### src/rtl/fb_vga_scanout.sv
// ---------------------------------------------------------------------------
// fb_vga_scanout
//
// Scans the 320x240 RGB332 result frame buffer out to a 640x480@60 VGA
// monitor, showing every buffer pixel as a 2x2 block. The block produces the
// VGA timing, presents synchronous-RAM read addresses, and delays sync,
// blanking and display enable to match the RAM read latency. All pins then
// leave the block RD_LAT+1 clocks after the counter state that produced them.
//
// Ports:
//   clk        in   25 MHz pixel clock
//   reset      in   asynchronous, active-low reset
//   rd_en      out  RAM read strobe, high while the addressed pixel is visible
//   rd_addr    out  [16:0] frame-buffer read address (holds while blanking)
//   rd_data    in   [7:0] RAM read data, valid RD_LAT clocks after rd_addr
//   hsync      out  horizontal sync, active-low
//   vsync      out  vertical sync, active-low
//   de         out  display enable, aligned with pix
//   pix        out  [7:0] RGB332 pixel to the DAC, 0 while de=0
//   frame_done out  one-clock pulse on the clock after the last visible
//                   pixel of the frame is requested
// ---------------------------------------------------------------------------
module fb_vga_scanout #(
  parameter int H_ACTIVE = 640,
  parameter int H_FP     = 16,
  parameter int H_SYNC   = 96,
  parameter int H_BP     = 48,
  parameter int V_ACTIVE = 480,
  parameter int V_FP     = 10,
  parameter int V_SYNC   = 2,
  parameter int V_BP     = 33,
  parameter int IMG_W    = 320,
  parameter int RD_LAT   = 1
) (
  input  logic        clk,
  input  logic        reset,
  output logic        rd_en,
  output logic [16:0] rd_addr,
  input  logic [7:0]  rd_data,
  output logic        hsync,
  output logic        vsync,
  output logic        de,
  output logic [7:0]  pix,
  output logic        frame_done
);

  localparam int H_TOTAL = H_ACTIVE + H_FP + H_SYNC + H_BP;
  localparam int V_TOTAL = V_ACTIVE + V_FP + V_SYNC + V_BP;
  localparam int DEPTH   = RD_LAT + 1;

  localparam logic [9:0]  H_LAST    = 10'(H_TOTAL - 1);
  localparam logic [9:0]  V_LAST    = 10'(V_TOTAL - 1);
  localparam logic [9:0]  H_ACT     = 10'(H_ACTIVE);
  localparam logic [9:0]  V_ACT     = 10'(V_ACTIVE);
  localparam logic [9:0]  V_ACT_M1  = 10'(V_ACTIVE - 1);
  localparam logic [9:0]  HS_FIRST  = 10'(H_ACTIVE + H_FP);
  localparam logic [9:0]  HS_LAST   = 10'(H_ACTIVE + H_FP + H_SYNC - 1);
  localparam logic [9:0]  VS_FIRST  = 10'(V_ACTIVE + V_FP);
  localparam logic [9:0]  VS_LAST   = 10'(V_ACTIVE + V_FP + V_SYNC - 1);
  localparam logic [16:0] LINE_STEP = 17'(IMG_W);

  // Counter state (stage 0)
  logic [9:0]  h_cnt_q, h_cnt_d;
  logic [9:0]  v_cnt_q, v_cnt_d;
  logic [16:0] line_base_q, line_base_d;
  logic [16:0] addr_hold_q, addr_hold_d;

  // Delay lines for the stage-0 timing bits; index DEPTH-1 drives the pins
  logic [DEPTH-1:0] active_pipe_q, active_pipe_d;
  logic [DEPTH-1:0] hs_pipe_q, hs_pipe_d;
  logic [DEPTH-1:0] vs_pipe_q, vs_pipe_d;
  logic [7:0]       pix_q, pix_d;

  logic active_raw;
  logic hsync_raw;
  logic vsync_raw;
  logic h_wrap;
  logic v_wrap;

  // NOTE: every signal assigned in this always_comb gets a default before any
  // conditional assignment, so no path leaves a value unassigned and no latch
  // is inferred.
  always_comb begin
    active_raw  = (h_cnt_q < H_ACT) && (v_cnt_q < V_ACT);
    hsync_raw   = !((h_cnt_q >= HS_FIRST) && (h_cnt_q <= HS_LAST));
    vsync_raw   = !((v_cnt_q >= VS_FIRST) && (v_cnt_q <= VS_LAST));
    h_wrap      = (h_cnt_q == H_LAST);
    v_wrap      = (v_cnt_q == V_LAST);

    h_cnt_d     = h_wrap ? 10'd0 : h_cnt_q + 10'd1;
    v_cnt_d     = v_cnt_q;
    line_base_d = line_base_q;

    if (h_wrap) begin
      if (v_wrap) begin
        v_cnt_d     = 10'd0;
        line_base_d = 17'd0;
      end else begin
        v_cnt_d = v_cnt_q + 10'd1;
        // Each buffer row is shown on two display lines; advance the row base
        // only after the second (odd) line of the pair.
        if (v_cnt_q[0] && (v_cnt_q < V_ACT)) begin
          line_base_d = line_base_q + LINE_STEP;
        end
      end
    end

    // Horizontal doubling: two adjacent display pixels share a buffer column.
    rd_addr     = active_raw ? (line_base_q + {8'd0, h_cnt_q[9:1]}) : addr_hold_q;
    addr_hold_d = rd_addr;

    // The counters sit at (0,0) during reset, which is a visible position;
    // qualifying with reset keeps the strobe low while the block is held.
    rd_en       = active_raw && reset;

    frame_done  = (h_cnt_q == H_ACT) && (v_cnt_q == V_ACT_M1);

    active_pipe_d = {active_pipe_q[DEPTH-2:0], active_raw};
    hs_pipe_d     = {hs_pipe_q[DEPTH-2:0], hsync_raw};
    vs_pipe_d     = {vs_pipe_q[DEPTH-2:0], vsync_raw};

    // rd_data answers the address presented RD_LAT clocks ago; the matching
    // active bit sits one stage before the output stage at this moment.
    pix_d = active_pipe_q[DEPTH-2] ? rd_data : 8'h00;
  end

  // NOTE: sequential state is updated only with non-blocking assignments so
  // every flop samples the pre-edge value of every other flop.
  always_ff @(posedge clk or negedge reset) begin
    if (!reset) begin
      h_cnt_q       <= 10'd0;
      v_cnt_q       <= 10'd0;
      line_base_q   <= 17'd0;
      addr_hold_q   <= 17'd0;
      active_pipe_q <= '0;
      hs_pipe_q     <= '1;
      vs_pipe_q     <= '1;
      pix_q         <= 8'h00;
    end else begin
      h_cnt_q       <= h_cnt_d;
      v_cnt_q       <= v_cnt_d;
      line_base_q   <= line_base_d;
      addr_hold_q   <= addr_hold_d;
      active_pipe_q <= active_pipe_d;
      hs_pipe_q     <= hs_pipe_d;
      vs_pipe_q     <= vs_pipe_d;
      pix_q         <= pix_d;
    end
  end

  assign de    = active_pipe_q[DEPTH-1];
  assign hsync = hs_pipe_q[DEPTH-1];
  assign vsync = vs_pipe_q[DEPTH-1];
  assign pix   = pix_q;

endmodule
### config.mk
export PLATFORM = sky130hd
export DESIGN_NAME = fb_vga_scanout
export DESIGN_NICKNAME = d
export VERILOG_FILES = /design/src/rtl/fb_vga_scanout.sv
export SDC_FILE = /design/constraint.sdc
export NUM_CORES = 1
export LEC_CHECK = 0
export ABC_AREA = 1
export ABC_CLOCK_PERIOD_IN_PS = 2250
export CORE_MARGIN = 4
export CORE_UTILIZATION = 50
export DETAILED_ROUTE_END_ITERATION = 10
export GPL_ROUTABILITY_DRIVEN = 1
export PLACE_DENSITY = 0.77
export SLEW_MARGIN = 20
export SYNTH_ARGS = -nofsm -noshare
export SYNTH_HDL_FRONTEND = slang
export SYNTH_SLANG_ARGS = --single-unit
export TNS_END_PERCENT = 10
### constraint.sdc
create_clock -name clk -period 2.25 [get_ports clk]
set_clock_uncertainty 0.1 [all_clocks]
set_input_delay 0.3375 -clock clk [delete_from_list [all_inputs] [get_ports clk]]
set_output_delay 0.3375 -clock clk [all_outputs]
set_load 0.01 [all_outputs]
==> results of run 1 <==
==> flip-flops by register name, indices dropped and copies added, names as in the netlist <==
signal,cells
vs_pipe_q,2
hs_pipe_q,2
v_cnt_q,10
pix,8
addr_hold_q,17
active_pipe_q,2
line_base_q,11
h_cnt_q,10
==> where the power goes <==
group | internal, uW | switching [uW]
Combinational | 29.3 | 34.0
Sequential | 1120 | 2.04
Clock | 656 | 446
==> metal layers <==
metal  track usage  vias up  part of all wire
met5             0        -                 0
met4        0.0742        0             0.018
met3        0.0410       16             0.050
met2         0.341       83              0.51
met1         0.251     1399              0.43
li1              -     1442                 -
==> critical path, delay by kind of cell, from the launching register on <==
family                     cells  cell delay (ns)
adders and majority gates      1             0.28
DFF                            1             0.45
buffers and inverters          2             0.24
and+or+nand+nor                8             0.63
==> cell families after synthesis <==
group / count (synthesis)
AND/OR/NAND/NOR: 216
buffers and inverters: 64
flip-flops: 62
AO/OA/AOI/OAI: 41
XOR/XNOR: 9
adder cells (fa/ha/maj): 9
==> final timing paths <==
check | slack, ns | from | to | cells after the start
min in group clk | 0.26 | vs_pipe_q[0] | vs_pipe_q[1] | 0
worst min-delay path | 0.07 | reset | addr_hold_q[12] | 2
worst max register to register | 0.44 | h_cnt_q[0] | line_base_q[6] | 9
worst max-delay path | -0.14 | h_cnt_q[8] | rd_addr[13] | 11
worst min register to register | 0.26 | vs_pipe_q[0] | vs_pipe_q[1] | 0
max in group asynchronous | 1.43 | reset | h_cnt_q[8] | 2
==> Yosys cell counts (all sizes together) <==
master  count
a21oi       4
buf         9
clkbuf      1
dfrtp      58
dfstp       4
ha          9
inv        54
nand2     121
nand3      42
nand3b      4
nand4       8
nor2       33
nor3        6
nor4        2
o211ai      1
o21ai      35
o31ai       1
xnor2       2
xor2        7
==> final cells by class <==
cell class                 count  area, um2  area share
multi-input combinational    275       1590       0.368
sequential                    62       1560       0.360
timing repair buffer          82        652       0.151
inverter                      54        205      0.0474
clock buffer                  11        141      0.0327
tap                           77       96.3      0.0223
clock inverter                 5       82.6      0.0191
==> metrics by stage <==
stage                     hold slack, ns   util  cells  power (uW)  setup slack [ns]
final                             0.0687  0.681    566        2290            -0.137
after floorplan                  -0.0581      -    401        1160             0.383
after global routing               0.140  0.681    566        2360            -0.257
after global placement             0.246  0.621    541        1210           -0.0832
after CTS                          0.109  0.658    557        2310            -0.117
after detailed placement           0.249  0.621    541        1210            -0.164
==> what timing repair did <==
action                     CTS  global route
setup buffers                0             9
setup endpoints to repair   19            19
gates resized for setup     79            51
pin swaps                    5            15
==> flow_summary.json, run 1 <==
{
  "tightest_slew_ns": 0.762,
  "syn_inst": 401,
  "max_freq_ghz": 0.419,
  "finalCriticalPeriod_ns": 2.39,
  "ys_ff_latch": 62,
  "design_area_um2": 4330,
  "antenna_cells": 0,
  "outcome": "finished with violations",
  "violations": "setup timing",
  "synth.largest_area_cell": "dfrtp_1",
  "min_path_type": "input pin to async pin",
  "end_kind": "output pin",
  "gr-usage-all-layers": 0.200,
  "slowest_stage": "dfrtp_2",
  "hold_viol": 0,
  "clock_sink_count": 62,
  "syn-cell-area_um2": 3260,
  "die_x_um": 88.8,
  "synth_area_leaders": "dfrtp_1, nand2_1, nand3_1",
  "grt_pass1_vias": 2862,
  "critPathArrivalTime_ns": 1.95,
  "rsz0062_at_grt": "true",
  "yosysWarningCount": 0,
  "clock_latency_ns": 0.34,
  "maxCapViolations": 0,
  "pwr_density_cell_nw_per_um2": 529,
  "setup_viol": 15,
  "ctsHoldBuffers": 0,
  "synth_mux_area_frac": 0,
  "io_buffers": 39,
  "grt_max_degree": 63,
  "synth_area_per_cell_um2": 8.13,
  "numCtsBuffers": 9,
  "yosys.area.top_type_share": 0.445,
  "fin_tns_setup_ns": -0.963,
  "drive_gt1_frac": 0.294,
  "grt_pass1_wl_um": 12500,
  "period_share": 1.06,
  "cpMostUsedCell": "nand2_2",
  "drt-pass1-iter-count": 4,
  "final.setup.worst_slack_ns": -0.137,
  "synth_xor_area_frac": 0.0242,
  "crit_required_ns": 1.81,
  "fill_cells": 469,
  "synth_top_family_by_area": "simple AND/OR/NAND/NOR gates",
  "ir_worst_vdd_v": 0.000409,
  "cts_tree": "yes",
  "cts_max_level": 3,
  "yosys.area_share.adder": 0.0345,
  "drv_slew": 0,
  "die_h_um": 88.8,
  "cp-start-kind": "flip-flop",
  "vias": 2940,
  "cp_max_fo": 5,
  "leakage_uw": 0.00217,
  "area_growth_pct": 32.7,
  "ant_nets": 0,
  "antenna_found_initial": 0,
  "start_util": 0.513,
  "hpwl_um": 5120,
  "place_congestion": 0.868,
  "yosysSeqAreaShare": 0.477,
  "crit_chain": "ha_4, nand2_2, nand2_2, nand2_1, nand2_2, buf_6, nand2_4, nand2_2, nand3_2, nand2_2, buf_6",
  "critical_path_class": "flip-flop to output pin",
  "ys_types": 32,
  "fin_nets": 503,
  "clk_path_buf_depth": 2,
  "worst_path_largest_cell_delay_ns": 0.45,
  "wl_um": 7680,
  "layout_common_cells": "nand2_1, dfrtp_1, inv_1",
  "die_area_um2": 7880,
  "cts-root-buf": "clkbuf_8",
  "postPlaceCellArea_um2": 3940,
  "core-area_um2": 6350,
  "dr.first_iter.drc_count": 153,
  "wl_per_cell_um": 13.6,
  "gr-total-overflow": 0,
  "clk_pin_slew_ns": 0.08,
  "synth_compound_area_frac": 0.0748,
  "relSlewSlack": 0.492,
  "synth_simple_gate_area_frac": 0.307,
  "drc": 0,
  "rows": 29,
  "synth_nets": 420,
  "layout_commonest_cell": "nand2_1",
  "io_pins": 40,
  "avgViaCountPerCell": 5.19
}
(Power assumes the default switching activity.)
==> inputs of run 2 (changes only) <==
--- a/config.mk
+++ b/config.mk
@@ -6,12 +6,13 @@
 export NUM_CORES = 1
 export LEC_CHECK = 0
 export ABC_AREA = 1
-export ABC_CLOCK_PERIOD_IN_PS = 2250
+export ABC_CLOCK_PERIOD_IN_PS = 1960
 export CORE_MARGIN = 4
 export CORE_UTILIZATION = 50
 export DETAILED_ROUTE_END_ITERATION = 10
 export GPL_ROUTABILITY_DRIVEN = 1
-export PLACE_DENSITY = 0.77
+export PLACE_DENSITY = 0.8
+export SKIP_LAST_GASP = 1
 export SLEW_MARGIN = 20
 export SYNTH_ARGS = -nofsm -noshare
 export SYNTH_HDL_FRONTEND = slang
==> constraint.sdc (replaced) <==
create_clock -name clk -period 1.96 [get_ports clk]
set_clock_uncertainty 0.1 [all_clocks]
set_input_delay 0.294 -clock clk [delete_from_list [all_inputs] [get_ports clk]]
set_output_delay 0.294 -clock clk [all_outputs]
set_load 0.01 [all_outputs]
==> run 2 against run 1 <==
Compared with the run above: the flow still finishes with violations (setup timing); worst hold slack got worse by 0.059 ns; final cell count grew 5.1%; via count up 8.8%; non-clock buffer count is 29 higher; total power is 8.1% higher; wire length increased by 17%; combinational power increased by 18%; design area rose by 5.1%; clock power about the same; sequential power up 15%; highest routed layer unchanged.
==> flow_summary.json, run 2 (synthesized netlist as in run 1, its figures left out) <==
{
  "outcome": "finished with violations",
  "violations": "setup timing",
  "drc": 0,
  "p_sw_uw": 572,
  "cpMostUsedCell": "nand3_2",
  "dr.first_iter.drc_count": 205,
  "crit_chain": "ha_4, buf_6, nand2_2, nor2_2, nand3_1, nand3_2, nand3_2, nand2_1, buf_2",
  "fin_nets": 532,
  "rsz0062_at_grt": "true",
  "area_growth_pct": 39.5,
  "final_cells": 595,
  "cp.buffers_inverters": 2,
  "fin_util": 0.716,
  "numCtsBuffers": 9,
  "io_pins": 40,
  "drv_slew": 0,
  "wl_um": 8970,
  "r2r_setup_slack_ns": -0.22,
  "grt_pass1_vias": 3009,
  "critical_path_class": "flip-flop to output pin",
  "hold_slack_ns": 0.00995,
  "maxCapViolations": 0,
  "avgViaCountPerCell": 5.38,
  "final.setup.worst_slack_ns": -0.409,
  "gr-usage-all-layers": 0.218,
  "tightest_slew_ns": 0.790,
  "cts_max_level": 3,
  "finalCriticalPeriod_ns": 2.37,
  "design_area_um2": 4550,
  "p_int_uw": 1900,
  "min_path_type": "input pin to async pin",
  "rows": 29,
  "max_flop_register": "addr_hold_q",
  "drt-pass1-iter-count": 6,
  "ant_nets": 0,
  "slowest_stage": "dfrtp_1",
  "crit-reg2reg-capture": "addr_hold_q[15]",
  "p_comb_frac": 0.030,
  "place_congestion": 0.849,
  "critPathArrivalTime_ns": 1.97,
  "leakage_uw": 0.00233,
  "hpwl_um": 5300,
  "drive_gt1_frac": 0.324,
  "fin_tns_setup_ns": -5.43,
  "gr-total-overflow": 0,
  "max_freq_ghz": 0.422,
  "die_h_um": 88.8,
  "end_kind": "output pin",
  "crit_required_ns": 1.57,
  "io_buffers": 39,
  "worst_path_largest_cell_delay_ns": 0.44,
  "period_share": 1.21,
  "largest_register_ffs": 17,
  "clk_path_buf_depth": 2,
  "reg_top3": "addr_hold_q (17), line_base_q (11)",
  "wl_per_cell_um": 15.1,
  "cts-root-buf": "clkbuf_8",
  "layout_common_cells": "nand2_1, buf_4, dfrtp_1",
  "core-area_um2": 6350,
  "cp-start-kind": "flip-flop",
  "cts_tree": "yes",
  "vias": 3199,
  "layout_commonest_cell": "nand2_1",
  "clock_sink_count": 62,
  "antenna_cells": 0,
  "setup_viol": 20,
  "grt_pass1_wl_um": 13400,
  "clk_pin_slew_ns": 0.08,
  "placed_cells": 566,
  "r2r_start": "h_cnt_q[9]",
  "die_x_um": 88.8,
  "relSlewSlack": 0.473,
  "hold_viol": 0,
  "switching_share": 0.231,
  "postPlaceCellArea_um2": 4130,
  "ir_worst_vdd_v": 0.000769,
  "cp_max_fo": 5,
  "grt_max_degree": 63,
  "start_util": 0.513,
  "clock_latency_ns": 0.35,
  "pwr_density_cell_nw_per_um2": 544,
  "crit_family": "simple AND/OR/NAND/NOR gates",
  "rr_worst_depth": 13,
  "p_seq_frac": 0.521,
  "antenna_found_initial": 0,
  "fill_cells": 395,
  "die_area_um2": 7880,
  "clkPwrFrac": 0.449
}
-- run 2: cell count changes in the layout (fill, tap and decap cells not counted), moves of 2 or more --
cell | previous run | this run
nand3_1 | 36 | 34
nand2_4 | 2 | 7
nand2_2 | 18 | 13
clkinvlp_4 | 0 | 3
buf_4 | 40 | 68
clkinv_4 | 2 | 0
o21ai_1 | 3 | 7
o21ai_2 | 17 | 13
nand3_2 | 4 | 7
buf_2 | 16 | 14
-- run 2: metrics by stage --
step                      total power [uW]  setup slack [ns]
after floorplan                       1330             0.137
after global placement                1390            -0.298
after detailed placement              1390            -0.406
after CTS                             2480            -0.241
after global routing                  2540            -0.495
final                                 2480            -0.409
-- run 2: area by class of cell --
cell class,count,area (um2),area share
multi-input combinational,275,1590,0.350
sequential,62,1560,0.343
timing repair buffer,111,902,0.198
inverter,54,208,0.0457
clock buffer,10,128,0.0281
tap,77,96.3,0.0212
clock inverter,6,62.6,0.0138
-- run 2: what timing repair did --
item,4_1_cts,5_1_grt
resized for setup,91,35
cloned,0,1
pin swaps,12,18
endpoints found under the hold margin,0,0
hold buffers,0,0
buffers inserted,8,4
setup endpoints to repair,19,24
-- run 2: how the worst max path moves through the flow --
stage / start / endpoint / slack (ns) / cells past startpoint
final: h_cnt_q[9] / rd_addr[15] / -0.41 / 9
after global routing: h_cnt_q[9] / rd_addr[15] / -0.49 / 9
after CTS: h_cnt_q[8] / rd_addr[14] / -0.24 / 10
after detailed placement: h_cnt_q[8] / rd_addr[9] / -0.41 / 9
after global placement: h_cnt_q[8] / rd_addr[13] / -0.30 / 10
after floorplan: h_cnt_q[8] / rd_addr[9] / 0.14 / 8
-- run 2: routing by layer --
layer / GRT usage / share of wire / vias up
met5: 0 / 0 / -
met3: 0.0456 / 0.067 / 38
li1: - / - / 1503
met1: 0.266 / 0.39 / 1522
met4: 0.0934 / 0.036 / 0
met2: 0.372 / 0.51 / 136
-- run 2: power groups by stage --
stage	sequential, uW	clock [uW]	combinational, uW
after floorplan	1320	0	7.48
after global placement	1310	0	75.4
after detailed placement	1310	0	77.1
after CTS	1290	1120	76.6
after global routing	1290	1170	83.8
final	1290	1110	74.5
==> edit, RTL diff (config.mk and constraints of run 2) <==
Take the reset off `addr_hold_q` and load it in a clocked block of its own.
--- a/src/rtl/fb_vga_scanout.sv
+++ b/src/rtl/fb_vga_scanout.sv
@@ -133,3 +133,2 @@
       line_base_q   <= 17'd0;
-      addr_hold_q   <= 17'd0;
       active_pipe_q <= '0;
@@ -142,3 +141,2 @@
       line_base_q   <= line_base_d;
-      addr_hold_q   <= addr_hold_d;
       active_pipe_q <= active_pipe_d;
@@ -148,2 +146,6 @@
     end
+  end
+
+  always_ff @(posedge clk) begin
+    addr_hold_q <= addr_hold_d;
   end
Formal check against the unedited RTL: no difference found for any inputs over 10 cycles, from zero or initial values and one cycle with reset low; that may be too few to reach the edited logic, so the function may still have changed.
==> edit against run 2 <==
- the run still ends with setup timing left
- critical path depth is 1 higher
- routed wire length down 9.2%
- area after synthesis fell by 2.6%
- power shrank 0.72%
- largest power group unchanged
- first-iteration DRC count increased by 10%
- worst setup slack improved by 42 ps
- final area down 4.7%
- die area down 2.4%
- critical path type unchanged
- sequential cell count unchanged
==> edit: results (changes against run 2) <==
** Status
- Status :: complete, but fails checks
- The final reports fail on setup timing.

** Clock network
- Reg clk slew, reported paths :: 70 ps
- Cell at the root of the clock tree :: sky130_fd_sc_hd__clkbuf_8
- Insertion delay of the later-clocked pin in the worst-skew pair :: 350 ps (about the same)
- The number of buffers between clock root and the deepest sink is 2 (unchanged).
- Number of buffers inserted during clock tree synthesis :: 9 (unchanged)

** STA
- The post-layout worst setup margin is -366.9 ps (+42.02 ps).
- Worst relative slew slack :: 61.56% (+14 points)
- The number of failing setup endpoints in the final timing report was 19 (-5.0%).

** Detailed routing
- Detailed-router iteration count before antenna repair :: 4 (-2)
- Final WL :: 8.141 mm (-9.2%)
- The via total after detailed routing is 3012 (-5.8%).
- Initial DRC Count :: 226 (+10%)

** Synthesis
- Largest cells by area after synthesis :: sky130_fd_sc_hd__dfrtp_1 32%, sky130_fd_sc_hd__nand2_1 14%, sky130_fd_sc_hd__dfxtp_1 11%
- Ranked by instance count, the synthesized netlist is headed by 116 x sky130_fd_sc_hd__nand2_1, 53 x sky130_fd_sc_hd__inv_1, 41 x sky130_fd_sc_hd__dfrtp_1.
- The share of flip-flops with an asynchronous set or reset after synthesis is 72.58% (-27 points).
- Number of distinct library cells after synthesis :: 33 (+3.1%)
- The sequential share of the synthesized area was 46.34% (-1.4 points).

** Critical path
- On the critical path, the stage with the largest delay is an instance of sky130_fd_sc_hd__dfrtp_1.
- Family with the most delay on the worst path :: simple AND/OR/NAND/NOR gates
- WP data arrival :: 1930 ps (-40 ps)
- The maximum fanout along the worst path is 6 (+1).
- The maximum cell stage delay along the critical path was 410 ps (-30 ps).

** Global route
- The overall fraction of global-route tracks in use is 23.56% (+1.8 points).
- Number of global-route vias before repair :: 3113 (+3.5%)
- The first-pass GRT wire length came to 13.95 mm (+4.2%).
- The maximum number of pins on one net before global-route repair is 46 (-27%).

** Placement
- Port Buf Inserts :: 39 (unchanged)
- The routability congestion estimate is 0.8791 (+3.6%).
- Post-detailed-placement half-perimeter wirelength :: 5.634 mm (+6.3%)
- Total cell area at the placement stage :: 4044 um2 (-2.1%)

** Run
- The number of max-capacitance violations reported came to 0 (unchanged).

** Final layout
- The net count reported at finish is 526 (-1.1%).
- Diode insertion count for antenna repair :: 0 (unchanged)
- The largest registers in the layout are addr_hold_q (17), line_base_q (11).
- The fraction of layout cells with a size suffix above 1 was 27.73% (-4.7 points).

** Hold path
- Class of the tightest hold or removal check :: in2async

** Pwr
- The leakage power is 2.150 nW (-7.6%).
- Maximum resistive drop on vdd :: 0.0004685 V (-39%)
[edit: cell types whose count changed in the layout (fill, tap and decap cells not counted), sizes merged]
cell           delta
dfrtp            -17
buf              -11
dlygate4sd2       +1
dfxtp            +17
clkbuf            -1
clkdlybuf4s15     +5
[edit: layout make-up]
class,count,area [um2]
clock buffer,10,127.6
clock inverter,6,62.56
fill,411,1690
inverter,54,205.2
multi-input combinational,275,1510
sequential,62,1471
tap,75,93.84
timing repair buffer,105,864.6
[edit: final timing paths]
| kind | startpoint | end | slack, ps | cells past startpoint |
|---|---|---|---|---|
| max | h_cnt_q[9] | rd_addr[12] | -370 | 10 |
| min | reset | v_cnt_q[6] | 1 | 2 |
| max reg2reg | h_cnt_q[0] | line_base_q[9] | 100 | 9 |
| min reg2reg | hs_pipe_q[0] | hs_pipe_q[1] | 260 | 0 |
| max in group asynchronous | reset | line_base_q[16] | 1370 | 2 |
| min in group clk | hs_pipe_q[0] | hs_pipe_q[1] | 260 | 0 |
[edit: cells by family (layout without fill, tap and decap cells)]
| group | after synthesis | count (layout) | share of synthesized area (%) |
|---|---|---|---|
| flops | 62 | 62 | 46.34 |
| buf+inv | 64 | 175 | 8.471 |
| xor+xnor | 9 | 9 | 2.482 |
| simple gates | 216 | 216 | 31.48 |
| fa+ha+maj | 9 | 9 | 3.546 |
| compound gates | 41 | 41 | 7.683 |
[edit: through the flow]
stage	TNS (ps)	cells	utilization [%]	worst slack, ps
CTS	-4562	587	71.47	-251.6
finish	-4925	587	71.95	-366.9
global route	-7982	587	71.95	-466.4
global placement	-5162	564	67.11	-307.4
detailed placement	-6209	564	67.11	-389.2
floorplan	0	401	-	143.5
[edit: power by group]
part	switching [W]	internal, W	total [W]
clock network	0.000523	0.000582	0.00110
registers	0.00000248	0.00128	0.00128
logic	0.0000350	0.0000340	0.0000690
total	0.000560	0.00190	0.00246
[edit: metal layers]
metal / vias to the layer above / wire length (um) / track usage, %
met5: - / 0 / 0
met4: 0 / 306 / 12.41
met3: 28 / 456 / 6.961
met2: 89 / 4008 / 39.04
met1: 1405 / 3369 / 27.52
li1: 1490 / - / -
[edit: timing repair]
action                                  CTS  global route
setup buffers                             7             0
resized for setup                        80             8
endpoints found under the setup margin   19            30
hold endpoints to repair                  0             0
pin swaps                                12             4
